## src/rtl/lcd_panel_rx_pkg.sv

```systemverilog
// Shared definitions for the LCD panel serial receiver.
// Holds the panel command opcodes, the command decoder state type and the
// pixel width. There are no ports.
package lcd_panel_rx_pkg;

  localparam logic [7:0] OP_SLPOUT = 8'h11;
  localparam logic [7:0] OP_CASET  = 8'h2A;
  localparam logic [7:0] OP_PASET  = 8'h2B;
  localparam logic [7:0] OP_RAMWR  = 8'h2C;

  localparam int RGB565_W = 16;

  typedef enum logic [1:0] {
    ST_IDLE  = 2'd0,
    ST_CASET = 2'd1,
    ST_PASET = 2'd2,
    ST_RAMWR = 2'd3
  } dec_state_e;

endpackage

```

## src/rtl/lcd_byte_rx.sv

```systemverilog
// Byte assembler for the LCD serial bus.
// Synchronises sda/scl/cs/rs, shifts sda MSB-first on each rising scl while
// cs is low, and emits one byte per 8 bits. Dropping cs mid-byte throws the
// partial byte away.
// Ports:
//   clk, reset            system clock, asynchronous active-high reset
//   sda_i/scl_i/cs_i/rs_i raw bus inputs (cs active-low)
//   byte_valid_o          single-cycle strobe, one per completed byte
//   byte_o, byte_rs_o     byte value and rs level latched on the 8th edge
// Handshake: byte_valid_o is a one-cycle strobe with no back-pressure; the
// consumer must take byte_o/byte_rs_o in the cycle the strobe is high.
module lcd_byte_rx #(
  parameter int SYNC_STAGES = 2
) (
  input  logic       clk,
  input  logic       reset,
  input  logic       sda_i,
  input  logic       scl_i,
  input  logic       cs_i,
  input  logic       rs_i,
  output logic       byte_valid_o,
  output logic [7:0] byte_o,
  output logic       byte_rs_o
);

  logic [SYNC_STAGES-1:0] sda_sync_q, scl_sync_q, cs_sync_q, rs_sync_q;
  logic                   sda_s, scl_s, cs_s, rs_s;
  logic                   scl_prev_q;
  logic [6:0]             shift_q, shift_d;
  logic [2:0]             bit_cnt_q, bit_cnt_d;
  logic                   valid_q, valid_d;
  logic [7:0]             byte_q, byte_d;
  logic                   rs_q, rs_d;

  always_ff @(posedge clk or posedge reset) begin
    if (reset) begin
      sda_sync_q <= '0;
      scl_sync_q <= '0;
      cs_sync_q  <= '1;   // bus idles deselected
      rs_sync_q  <= '0;
    end else begin
      sda_sync_q[0] <= sda_i;
      scl_sync_q[0] <= scl_i;
      cs_sync_q[0]  <= cs_i;
      rs_sync_q[0]  <= rs_i;
      for (int i = 1; i < SYNC_STAGES; i++) begin
        sda_sync_q[i] <= sda_sync_q[i-1];
        scl_sync_q[i] <= scl_sync_q[i-1];
        cs_sync_q[i]  <= cs_sync_q[i-1];
        rs_sync_q[i]  <= rs_sync_q[i-1];
      end
    end
  end

  assign sda_s = sda_sync_q[SYNC_STAGES-1];
  assign scl_s = scl_sync_q[SYNC_STAGES-1];
  assign cs_s  = cs_sync_q[SYNC_STAGES-1];
  assign rs_s  = rs_sync_q[SYNC_STAGES-1];

  always_comb begin
    shift_d   = shift_q;
    bit_cnt_d = bit_cnt_q;
    valid_d   = 1'b0;
    byte_d    = byte_q;
    rs_d      = rs_q;
    if (cs_s) begin
      bit_cnt_d = 3'd0;
    end else if (scl_s && !scl_prev_q) begin
      if (bit_cnt_q == 3'd7) begin
        byte_d    = {shift_q, sda_s};
        rs_d      = rs_s;
        valid_d   = 1'b1;
        bit_cnt_d = 3'd0;
      end else begin
        shift_d   = {shift_q[5:0], sda_s};
        bit_cnt_d = bit_cnt_q + 3'd1;
      end
    end
  end

  always_ff @(posedge clk or posedge reset) begin
    if (reset) begin
      scl_prev_q <= 1'b0;
      shift_q    <= '0;
      bit_cnt_q  <= '0;
      valid_q    <= 1'b0;
      byte_q     <= '0;
      rs_q       <= 1'b0;
    end else begin
      scl_prev_q <= scl_s;
      shift_q    <= shift_d;
      bit_cnt_q  <= bit_cnt_d;
      valid_q    <= valid_d;
      byte_q     <= byte_d;
      rs_q       <= rs_d;
    end
  end

  assign byte_valid_o = valid_q;
  assign byte_o       = byte_q;
  assign byte_rs_o    = rs_q;

endmodule

```

## src/rtl/lcd_panel_rx.sv

```systemverilog
// LCD panel serial receiver: decodes the command/data byte stream of a
// serial LCD controller and turns RAMWR data into addressed RGB565 pixels.
// Ports:
//   clk, reset                  system clock, asynchronous active-high reset
//   sda, scl, cs, rs            serial bus (cs active-low, rs 0=cmd 1=data)
//   pix_valid/pix_data          one-cycle pixel strobe and RGB565 value
//   pix_x/pix_y                 pixel coordinates (held between strobes)
//   frame_start/frame_done      strobes on RAMWR and on the window's last pixel
//   awake                       set by SLPOUT
//   cmd_valid/cmd_byte          strobe and value for every command byte
//   dbg_state_o                 current decoder state
module lcd_panel_rx
  import lcd_panel_rx_pkg::*;
#(
  parameter int WIDTH       = 320,
  parameter int HEIGHT      = 240,
  parameter int SYNC_STAGES = 2,
  localparam int XW = $clog2(WIDTH),
  localparam int YW = $clog2(HEIGHT)
) (
  input  logic                clk,
  input  logic                reset,
  input  logic                sda,
  input  logic                scl,
  input  logic                cs,
  input  logic                rs,
  output logic                pix_valid,
  output logic [RGB565_W-1:0] pix_data,
  output logic [XW-1:0]       pix_x,
  output logic [YW-1:0]       pix_y,
  output logic                frame_start,
  output logic                frame_done,
  output logic                awake,
  output logic                cmd_valid,
  output logic [7:0]          cmd_byte,
  output dec_state_e          dbg_state_o
);

  localparam logic [15:0]   X_MAX  = 16'(WIDTH - 1);
  localparam logic [15:0]   Y_MAX  = 16'(HEIGHT - 1);
  localparam logic [XW-1:0] X_LAST = XW'(WIDTH - 1);
  localparam logic [YW-1:0] Y_LAST = YW'(HEIGHT - 1);

  logic       rx_valid, rx_rs;
  logic [7:0] rx_byte;

  lcd_byte_rx #(.SYNC_STAGES(SYNC_STAGES)) u_byte_rx (
    .clk          (clk),
    .reset        (reset),
    .sda_i        (sda),
    .scl_i        (scl),
    .cs_i         (cs),
    .rs_i         (rs),
    .byte_valid_o (rx_valid),
    .byte_o       (rx_byte),
    .byte_rs_o    (rx_rs)
  );

  dec_state_e          state_q, state_d;
  logic [XW-1:0]       col_start_q, col_start_d, col_end_q, col_end_d;
  logic [YW-1:0]       page_start_q, page_start_d, page_end_q, page_end_d;
  logic [23:0]         param_q, param_d;      // first three CASET/PASET bytes
  logic [1:0]          pcnt_q, pcnt_d;
  logic [XW-1:0]       x_q, x_d;
  logic [YW-1:0]       y_q, y_d;
  logic [7:0]          hi_q, hi_d;
  logic                low_phase_q, low_phase_d;  // high byte already held
  logic                pix_valid_q, pix_valid_d;
  logic [RGB565_W-1:0] pix_data_q, pix_data_d;
  logic [XW-1:0]       pix_x_q, pix_x_d;
  logic [YW-1:0]       pix_y_q, pix_y_d;
  logic                fstart_q, fstart_d, fdone_q, fdone_d;
  logic                awake_q, awake_d;
  logic                cmd_valid_q, cmd_valid_d;
  logic [7:0]          cmd_byte_q, cmd_byte_d;

  // Range commit for the 4th parameter byte: end is clamped to the panel
  // edge first, then start is clamped to end.
  logic [15:0] p_start, p_end, p_lim, end_c, start_c;
  assign p_start = param_q[23:8];
  assign p_end   = {param_q[7:0], rx_byte};
  assign p_lim   = (state_q == ST_CASET) ? X_MAX : Y_MAX;
  assign end_c   = (p_end > p_lim) ? p_lim : p_end;
  assign start_c = (p_start > end_c) ? end_c : p_start;

  always_comb begin
    state_d      = state_q;
    col_start_d  = col_start_q;
    col_end_d    = col_end_q;
    page_start_d = page_start_q;
    page_end_d   = page_end_q;
    param_d      = param_q;
    pcnt_d       = pcnt_q;
    x_d          = x_q;
    y_d          = y_q;
    hi_d         = hi_q;
    low_phase_d  = low_phase_q;
    pix_valid_d  = 1'b0;
    pix_data_d   = pix_data_q;
    pix_x_d      = pix_x_q;
    pix_y_d      = pix_y_q;
    fstart_d     = 1'b0;
    fdone_d      = 1'b0;
    awake_d      = awake_q;
    cmd_valid_d  = 1'b0;
    cmd_byte_d   = cmd_byte_q;

    if (rx_valid && !rx_rs) begin
      // Any command aborts pending parameters and a dangling high byte.
      cmd_valid_d = 1'b1;
      cmd_byte_d  = rx_byte;
      pcnt_d      = 2'd0;
      low_phase_d = 1'b0;
      case (rx_byte)
        OP_SLPOUT: begin awake_d = 1'b1; state_d = ST_IDLE; end
        OP_CASET:  state_d = ST_CASET;
        OP_PASET:  state_d = ST_PASET;
        OP_RAMWR: begin
          state_d  = ST_RAMWR;
          x_d      = col_start_q;
          y_d      = page_start_q;
          fstart_d = 1'b1;
        end
        default:   state_d = ST_IDLE;
      endcase
    end else if (rx_valid) begin
      case (state_q)
        ST_CASET, ST_PASET: begin
          if (pcnt_q == 2'd3) begin
            if (state_q == ST_CASET) begin
              col_start_d = start_c[XW-1:0];
              col_end_d   = end_c[XW-1:0];
            end else begin
              page_start_d = start_c[YW-1:0];
              page_end_d   = end_c[YW-1:0];
            end
            pcnt_d  = 2'd0;
            state_d = ST_IDLE;
          end else begin
            param_d = {param_q[15:0], rx_byte};
            pcnt_d  = pcnt_q + 2'd1;
          end
        end
        ST_RAMWR: begin
          if (!low_phase_q) begin
            hi_d        = rx_byte;
            low_phase_d = 1'b1;
          end else begin
            low_phase_d = 1'b0;
            pix_valid_d = 1'b1;
            pix_data_d  = {hi_q, rx_byte};
            pix_x_d     = x_q;
            pix_y_d     = y_q;
            if (x_q == col_end_q) begin
              x_d = col_start_q;
              if (y_q == page_end_q) begin
                y_d     = page_start_q;
                fdone_d = 1'b1;
              end else begin
                y_d = y_q + 1'b1;
              end
            end else begin
              x_d = x_q + 1'b1;
            end
          end
        end
        default: ;
      endcase
    end
  end

  always_ff @(posedge clk or posedge reset) begin
    if (reset) begin
      state_q      <= ST_IDLE;
      col_start_q  <= '0;
      col_end_q    <= X_LAST;
      page_start_q <= '0;
      page_end_q   <= Y_LAST;
      param_q      <= '0;
      pcnt_q       <= '0;
      x_q          <= '0;
      y_q          <= '0;
      hi_q         <= '0;
      low_phase_q  <= 1'b0;
      pix_valid_q  <= 1'b0;
      pix_data_q   <= '0;
      pix_x_q      <= '0;
      pix_y_q      <= '0;
      fstart_q     <= 1'b0;
      fdone_q      <= 1'b0;
      awake_q      <= 1'b0;
      cmd_valid_q  <= 1'b0;
      cmd_byte_q   <= '0;
    end else begin
      state_q      <= state_d;
      col_start_q  <= col_start_d;
      col_end_q    <= col_end_d;
      page_start_q <= page_start_d;
      page_end_q   <= page_end_d;
      param_q      <= param_d;
      pcnt_q       <= pcnt_d;
      x_q          <= x_d;
      y_q          <= y_d;
      hi_q         <= hi_d;
      low_phase_q  <= low_phase_d;
      pix_valid_q  <= pix_valid_d;
      pix_data_q   <= pix_data_d;
      pix_x_q      <= pix_x_d;
      pix_y_q      <= pix_y_d;
      fstart_q     <= fstart_d;
      fdone_q      <= fdone_d;
      awake_q      <= awake_d;
      cmd_valid_q  <= cmd_valid_d;
      cmd_byte_q   <= cmd_byte_d;
    end
  end

  assign pix_valid   = pix_valid_q;
  assign pix_data    = pix_data_q;
  assign pix_x       = pix_x_q;
  assign pix_y       = pix_y_q;
  assign frame_start = fstart_q;
  assign frame_done  = fdone_q;
  assign awake       = awake_q;
  assign cmd_valid   = cmd_valid_q;
  assign cmd_byte    = cmd_byte_q;
  assign dbg_state_o = state_q;

endmodule

```

## config.mk

```make
export PLATFORM = sky130hd
export DESIGN_NAME = lcd_panel_rx
export DESIGN_NICKNAME = d
export VERILOG_FILES = /design/src/rtl/lcd_panel_rx_pkg.sv /design/src/rtl/lcd_byte_rx.sv /design/src/rtl/lcd_panel_rx.sv
export SDC_FILE = /design/constraint.sdc
export NUM_CORES = 1
export LEC_CHECK = 0
export CORE_MARGIN = 2
export CORE_UTILIZATION = 45
export CTS_CLUSTER_DIAMETER = 100
export DETAILED_ROUTE_END_ITERATION = 12
export MAX_ROUTING_LAYER = met4
export SYNTH_ARGS = -nofsm -noshare
export SYNTH_HDL_FRONTEND = slang
export SYNTH_HIERARCHICAL = 1
export SYNTH_SLANG_ARGS = --single-unit
```

## constraint.sdc

```tcl
create_clock -name clk -period 5.2 [get_ports clk]
set_input_delay 0.78 -clock clk [delete_from_list [all_inputs] [get_ports clk]]
set_output_delay 0.78 -clock clk [all_outputs]
set_load 0.01 [all_outputs]
```

==> run summary, run 1 <==
CTS tree: done
Placer Congestion: 0.903
Drt drc: 0
Wire per inst: 16.3 µm
Hold Path Class: reg -> reg
PortBufs: 53
Async SR Flop Fraction: 100%
Vias/cell: 5.23
Final Hold Slack: 352 ps
Ys Warns: 6
I/O pin count: 54
GRT Util Overall: 20.3%
Hold depth: 0
Largest net degree at the start of global routing: 78
Synth top area share: 49.5%
Number of diodes: 0
RR Startpoint: dbg_state_o[1]
CTS Hold Bufs: 0
Max rail drop VDD: 0.218 mV
Worst Hold Endpoint: u_byte_rx/sda_sync_q[1]
First-pass GRT wire length: 27.4 mm
Root Driver: clkbuf_16
Initial DRC count: 249
Hpwl dp: 11.7 mm
Post-CTS setup buffer count: 0
Vias: 5,227
Total wire length: 16.3 mm
Layout area overhead: 16.8%
Net Sw Frac: 22.5%
Total power: 2.56 mW
Fmax: 218 MHz
Antenna violations before repair: 0
FF-to-FF End: col_start_q[4]
FILL cells: 1,505
CP required: 5510 ps
Flop pwr share: 51.2%
Max Slew Vio Count: 0
Hold path startpoint: u_byte_rx/sda_sync_q[0]
Total CTS buffers: 17
FF+latch count, synth: 163
Worst Setup Path Type: reg -> reg
Worst Reg-to-Reg Cells: 16
Die X: 133 µm
Startpoint type of the worst setup path: register
Cell Rows: 47
RSZ-0062 raised after global routing: no
Initial core utilization: 45.5%
Worst Clk Skew: 9.39 ps
Core box area: 16,300 µm²
Logic pwr share: 2.4%
Biggest area consumer among synthesized cells: dfrtp_1
# setup viols final: 0
Setup TNS: 0 ps
Slew HR: 22.2%
Max Cap Viol: 0
Worst-path fanout max: 8
CTS-repair resized insts: 0
Worst-margin pin slew: 1160 ps
Clk pin slew, worst setup/hold paths: 70 ps
Share of cells above drive strength 1: 14.5%
DR pass1 iterations: 4
Lkg Pwr: 4.16 nW
Number of flops mapped to enable cells by yosys: 0
H-tree levels: 4
Clock sink count: 163
Seq/Total Area, Yosys: 55.1%
Syn Area/Cell: 10.3 µm²
Cell variety after synth: 55
Skew-Pair Late Insertion Delay: 420 ps
Status: completed
Final ANT Viol Nets: 0
Final hold vios: 0
Setup crit end kind: register
Mapped cell area: 7440 µm²
Vias in the first global route: 5,305
Mapped Cells: 720
Switching pwr: 0.575 mW
Die ar.: 17,600 µm²
Clk network pwr share: 46.4%
Power density cells: 295 nW/µm²
Internal Pwr Total: 1.99 mW
Min Tclk post-route: 4590 ps
R2R setup slack: 610 ps
CTS max path bufs: 2
Die H: 133 µm
Grt ovf: 0
Top cells by area, synth: dfrtp_1 49%, nand2_1 8.9%, mux2_2 7.3%
WP data arrival: 4900 ps
Final #Nets: 798
Crit share post-route: 88.2%
Synth Flop Type: dfrtp_1
==> kinds of logic after synthesis <==
group / synth area share, %
xor gates and xnor gates: 2.35
buffers and inverters: 3.46
DFF: 55.1
and+or+nand+nor: 16.6
muxes: 9.02
adders and majority gates: 4.37
AOI/OAI and AO/OA: 9.00
other: 0.0504
==> Yosys cell counts, types with 3 or more instances <==
library cell  instances
xor2_1               18
o211ai_1              4
and3_1                8
a21oi_1              31
nand3_1              18
o21ai_0              56
a31oi_1               5
buf_2                11
nor3_1                5
nand4_1              10
dfstp_2              16
buf_4                 3
mux2_2               48
mux2i_1              13
nor2_1               32
o22ai_1               3
nor4_1                5
clkbuf_1             19
nand2_1             177
dfrtp_1             147
ha_1                 26
nand2b_1              5
buf_6                 3
nor2b_1               4
inv_1                18
==> through the flow <==
| stage | setup WS [ps] | instance area (µm²) | std cells | utilization [%] |
|---|---|---|---|---|
| after floorplan | 860 | 7460 | 726 | - |
| after global placement | 1120 | 8130 | 967 | 49.7 |
| after detailed placement | 670 | 8130 | 967 | 49.7 |
| after CTS | 658 | 8690 | 999 | 53.1 |
| after global routing | 219 | 8690 | 999 | 53.1 |
| final | 613 | 8690 | 999 | 53.1 |
==> state kept, by name, summed over array words and instances, names as in the netlist, 3 cells and up <==
signal               flops
x_q                      9
page_start_q             8
pix_x                    9
y_q                      8
u_byte_rx/byte_o         8
cmd_byte                 8
u_byte_rx/shift_q        7
col_start_q              9
u_byte_rx/bit_cnt_q      3
hi_q                     8
col_end_q                9
pix_y                    8
param_q                 24
pix_data                16
page_end_q               8
==> power by group through the flow <==
stage	Sequential (mW)	Clock (mW)	Combinational [mW]
finish	1.31	1.19	0.0615
global route	1.32	1.27	0.0720
CTS	1.31	1.21	0.0642
detailed placement	1.34	0	0.0642
global placement	1.33	0	0.0617
floorplan	1.33	0	0.0478
==> cell type report <==
class / instances / area (µm²) / area share (%)
inverters: 18 / 70.1 / 0.807
well taps: 220 / 275 / 3.17
clock buffers: 18 / 429 / 4.94
multi-input cells: 507 / 3110 / 35.8
flip-flops and latches: 163 / 4100 / 47.2
clock inverters: 14 / 129 / 1.48
repair buffers: 59 / 576 / 6.63
==> cells in the final DEF (no fill, tap or decap), drive strengths merged, types with 3 or more instances in the layout <==
cell	netlist	routed
inv	18	23
o22ai	3	3
clkbuf	19	18
conb	1	7
nor2	33	33
nor2b	4	4
dfrtp	147	147
clkinv	0	6
nand3	18	18
nor4	5	5
nand2	177	177
a21oi	31	31
mux2	48	48
buf	19	6
mux2i	13	13
nor3	6	6
clkdlybuf4s50	0	53
nand4	10	10
a31oi	7	7
o21ai	56	56
ha	26	26
dfstp	16	16
and3	8	8
xor2	18	18
nand2b	6	6
o211ai	4	4
==> routing by layer <==
layer	up-vias	track usage [%]	wire (µm)
met5	-	-	0
met4	0	6.15	170
met3	13	4.41	696
met2	107	31.7	7960
met1	2562	26.8	7510
li1	2545	-	-
==> worst max-delay path by stage <==
stage / startpoint / endpoint / slack [ps] / cells after the start
after global routing: dbg_state_o[1] / page_start_q[2] / 220 / 16
after detailed placement: dbg_state_o[1] / col_start_q[4] / 670 / 16
final: dbg_state_o[1] / col_start_q[4] / 610 / 16
after global placement: dbg_state_o[1] / page_start_q[4] / 1120 / 17
after floorplan: reset / awake / 860 / 1
after CTS: dbg_state_o[1] / col_start_q[4] / 660 / 16
==> worst max-delay path, cell delays in order, from the launching register on <==
cell and delay [ps]:
dfrtp_1 410, inv_1 90, ha_1 300, inv_1 120, ha_1 330, nand4_1 120
nor3_1 210, nor4bb_1 400, nor2_1 180, o21ai_0 440, ha_1 370, a21oi_1 170
nand3_1 100, a221oi_1 400, a31oi_2 320, mux2_2 370, o21ai_0 170
(Power assumes the default switching activity.)
==> run 2, diff against run 1 <==
GPL_TIMING_DRIVEN = 0   (was default)
==> run 2 against run 1 <==
Non-clock buffer count is 33 higher. Via count grew 4.3%. Clock skew about the same. Combinational power increased by 4.4%.
==> run summary, run 2 (synthesis results as in run 1) <==
Final hold vios: 0
Die ar.: 17,600 µm²
FF-to-FF End: col_start_q[2]
RR Startpoint: dbg_state_o[1]
Total CTS buffers: 17
Cell mode on critical path: ha_1
Post-layout util: 54.5%
Layout area overhead: 19.7%
Area taken by multi-input logic gates: 3100 µm²
Hold path startpoint: u_byte_rx/scl_sync_q[0]
I/O pin count: 54
GRT Util Overall: 20.8%
CP max stage cell: nor4_1
Reg with most FFs: param_q
Startpoint type of the worst setup path: register
Placed Area: 8300 µm²
Max Cap Viol: 0
Worst Clk Skew: 9.29 ps
Min Tclk post-route: 4530 ps
Core box area: 16,300 µm²
PortBufs: 53
R2R setup slack: 670 ps
# setup viols final: 0
Die H: 133 µm
Hold Path Class: reg -> reg
Worst Reg-to-Reg Cells: 15
CTS Hold Bufs: 0
Number of diodes: 0
Vias in the first global route: 5,372
Initial core utilization: 45.5%
Worst-path fanout max: 8
WP data arrival: 4870 ps
Worst Hold Endpoint: u_byte_rx/scl_sync_q[1]
Antenna violations before repair: 0
Placer Congestion: 0.890
Hpwl dp: 12.1 mm
Status: completed
Most frequent cells in the layout: 177 x nand2_1, 147 x dfrtp_1, 56 x o21ai_0
Final #Nets: 831
Clk pin slew, worst setup/hold paths: 60 ps
Max reg flops: 24
Root Driver: clkbuf_16
Clock sink count: 163
Skew-Pair Late Insertion Delay: 420 ps
Slew HR: 32.6%
Wire per inst: 16.2 µm
DR pass1 iterations: 6
Final instance area: 8900 µm²
Hold depth: 0
Power density cells: 298 nW/µm²
Total wire length: 16.8 mm
Lkg Pwr: 4.27 nW
Drt drc: 0
Largest net degree at the start of global routing: 83
Die X: 133 µm
Finished Layout Cells: 1,031
CTS tree: done
Grt ovf: 0
Crit share post-route: 87.1%
CTS max path bufs: 2
Post-CTS setup buffer count: 0
CP Cell Sequence: inv_1, ha_1, inv_1, ha_1, nand4_1, nor3_1, nor4bb_1, nor2_1, o21ai_0, ha_1, nand4_1, nor4_1, a31oi_2, mux2_2, o21ai_0
Cell Rows: 47
CP peak stage delay: 690 ps
FILL cells: 1,512
Share of cells above drive strength 1: 15.3%
Most common cell after layout, fill and taps aside: nand2_1
Vias/cell: 5.29
RSZ-0062 raised after global routing: no
H-tree levels: 4
Setup crit end kind: register
Initial DRC count: 415
Vias: 5,451
Final ANT Viol Nets: 0
First-pass GRT wire length: 28.0 mm
Worst-margin pin slew: 1010 ps
CP required: 5540 ps
Sequential cell area: 4100 µm²
Total power: 2.66 mW
Worst Setup Path Type: reg -> reg
Max Slew Vio Count: 0
Max rail drop VDD: 0.253 mV
CTS-repair resized insts: 0
Dpl cells: 1,000
Fmax: 221 MHz
run 2: cell type report:
cell class / instances / share of cell area, %
clock inverters: 14 / 2.00
multi-input cells: 507 / 34.9
clock buffers: 17 / 4.78
repair buffers: 54 / 6.27
well taps: 220 / 3.09
inverters: 18 / 0.815
plain buffers: 38 / 2.14
flip-flops and latches: 163 / 46.0
run 2: layer usage:
metal | GRT usage [%] | share of wire [%] | vias up
li1 | - | - | 2605
met1 | 27.3 | 46 | 2680
met4 | 7.89 | 2.4 | 0
met3 | 3.75 | 3.4 | 31
met2 | 32.4 | 48 | 135
met5 | - | 0 | -
run 2: worst max path at each step:
stage / from / end / slack [ps] / cells past startpoint
after floorplan: reset / awake / 860 / 1
after global placement: reset / pix_y[1] / -910 / 2
after detailed placement: dbg_state_o[1] / col_start_q[2] / 720 / 16
after CTS: dbg_state_o[1] / col_start_q[2] / 710 / 16
after global routing: dbg_state_o[1] / page_start_q[2] / 330 / 16
final: dbg_state_o[1] / col_start_q[2] / 670 / 15
run 2: report_power, final:
group	leakage [nW]	switching (mW)	total, mW	internal, mW
registers	2.11	0.0169	1.31	1.30
logic	1.87	0.0367	0.0642	0.0275
clock network	0.288	0.520	1.28	0.759
run 2: per-stage QoR:
stage / worst slack, ps / hold slack [ps] / TNS, ps
2_1_floorplan: 860 / 331 / 0
3_3_place_gp: -915 / 336 / -108930
3_5_place_dp: 719 / 340 / 0
4_1_cts: 705 / 355 / 0
5_1_grt: 333 / 356 / 0
6_report: 669 / 352 / 0
run 2: worst max-delay path, delay by kind of cell, from the launching register on:
family	cells	cell delay [ps]
AO/OA/AOI/OAI	3	910
adder cells (fa/ha/maj)	3	870
buffers and inverters	2	210
flip-flops	1	410
multiplexers	1	380
AND/OR/NAND/NOR	6	1680
==> run 3, diff against run 2 <==
CORE_UTILIZATION = 53   (was 45)
GPL_TIMING_DRIVEN = default   (was 0)
PLACE_DENSITY = 0.76   (was default)
clock period = 3.7 ns   (was 5.2 ns; I/O delays follow)
==> run 3 against run 2 <==
Clock skew about the same. Sequential cell count unchanged. Core utilization rose by 12 points. Critical endpoint is now page_start_q[4]. Critical path depth grew 3. Sequential share of layout area is 1.6 points lower. Count of clock-buffer cells in the layout increased by 3.
==> run summary, run 3 (synthesis results as in run 1) <==
Status: completed
Antenna violations before repair: 0
FILL cells: 1,050
Die X: 122 µm
First-pass GRT wire length: 27.6 mm
CTS tree: done
Grt ovf: 0
Vias/cell: 5.58
Placed Area: 8340 µm²
Worst Setup Path Type: reg -> reg
Clock sink count: 163
Crit share post-route: 96.6%
Max reg flops: 24
Drt drc: 0
Clk pin slew, worst setup/hold paths: 60 ps
Max Cap Viol: 0
Final hold vios: 0
Max rail drop VDD: 0.436 mV
Wire per inst: 17.2 µm
GRT Util Overall: 24.8%
Reg with most FFs: param_q
FF-to-FF End: page_start_q[4]
Final #Nets: 834
H-tree levels: 4
Dpl cells: 958
Initial core utilization: 54.0%
Setup crit end kind: register
Max Slew Vio Count: 0
CTS max path bufs: 2
Most frequent cells in the layout: 177 x nand2_1, 147 x dfrtp_1, 53 x clkdlybuf4s50_1
Number of diodes: 0
Largest net degree at the start of global routing: 95
R2R setup slack: 130 ps
Slew HR: 30.6%
Power density cells: 420 nW/µm²
Fmax: 280 MHz
Worst Clk Skew: 9.25 ps
Area taken by multi-input logic gates: 3300 µm²
Die H: 122 µm
Min Tclk post-route: 3570 ps
Total CTS buffers: 17
DR pass1 iterations: 5
PortBufs: 53
Lkg Pwr: 4.42 nW
Layout area overhead: 23.9%
Final ANT Viol Nets: 0
Most common cell after layout, fill and taps aside: nand2_1
Setup crit start: dbg_state_o[1]
WP data arrival: 3900 ps
Skew-Pair Late Insertion Delay: 420 ps
Hpwl dp: 12.0 mm
CTS Hold Bufs: 0
Worst-path fanout max: 3
RR Startpoint: dbg_state_o[1]
Cell Rows: 43
Worst Hold Endpoint: u_byte_rx/scl_sync_q[1]
Initial DRC count: 492
Sequential cell area: 4100 µm²
Share of cells above drive strength 1: 21.0%
Placer Congestion: 0.882
Hold depth: 0
CP required: 4030 ps
Worst Reg-to-Reg Cells: 18
Setup TNS: 0 ps
I/O pin count: 54
Vias in the first global route: 5,493
Die ar.: 15,000 µm²
Hold Path Class: reg -> reg
Worst-margin pin slew: 1040 ps
# setup viols final: 0
Root Driver: clkbuf_16
Startpoint type of the worst setup path: register
Hold path startpoint: u_byte_rx/scl_sync_q[0]
Final instance area: 9220 µm²
Core box area: 13,800 µm²
Total wire length: 17.2 mm
Finished Layout Cells: 995
Vias: 5,554
==> run 3: layer usage <==
layer	global-route usage, %	up-vias	wire length (µm)
met5	-	-	0
met4	8.98	0	293
met3	4.74	29	686
met2	40.6	144	8810
met1	30.9	2767	7370
li1	-	2614	-
==> run 3: worst max-delay path: stages, from the launching register on <==
cell and delay [ps]:
dfrtp_1 400, inv_2 90, ha_4 150, inv_2 60, ha_4 260, nand4_1 100, nor3_1 150, nor4bb_4 300
nand3b_1 230, o21ai_2 120, ha_4 240, buf_4 130, nand4_1 100, nand3_2 90, a221oi_4 350, a31oi_4 130
buf_4 160, mux2_4 310, o21ai_2 110
==> run 3: power breakdown <==
group / internal (mW) / switching [mW]
Sequential: 1.82 / 0.0298
Combinational: 0.0386 / 0.0532
Clock: 1.24 / 0.687
==> run 3: layout make-up <==
class                   count  share of cell area (%)
flip-flops and latches    163                    44.5
inverters                  18                   0.774
well taps                 180                    2.44
multi-input cells         507                    35.8
clock inverters            12                    2.20
clock buffers              20                    4.96
repair buffers             95                    9.35
==> run 3: timing repair <==
action                                  4_1_cts  5_1_grt
gates resized for setup                       5       41
pin swaps                                     5        9
buffers inserted                              0        5
endpoints found under the setup margin       17       17
==> run 3: per-stage QoR <==
step                setup slack [ps]  hold WS, ps  utilization [%]  power (mW)
floorplan                       30.3          331                -        1.94
global placement                3.34          339             60.6        1.96
detailed placement              -180          335             60.6        1.97
CTS                            -6.78          356             65.4        3.89
global route                   -70.9          356             66.9        3.98
finish                           127          354             66.9        3.87
==> run 3: worst max path at each step <==
stage / to / cells after the start
global placement: page_start_q[1] / 15
detailed placement: page_start_q[4] / 15
global route: page_start_q[4] / 17
CTS: page_start_q[4] / 13
finish: page_start_q[4] / 18
floorplan: page_start_q[2] / 15
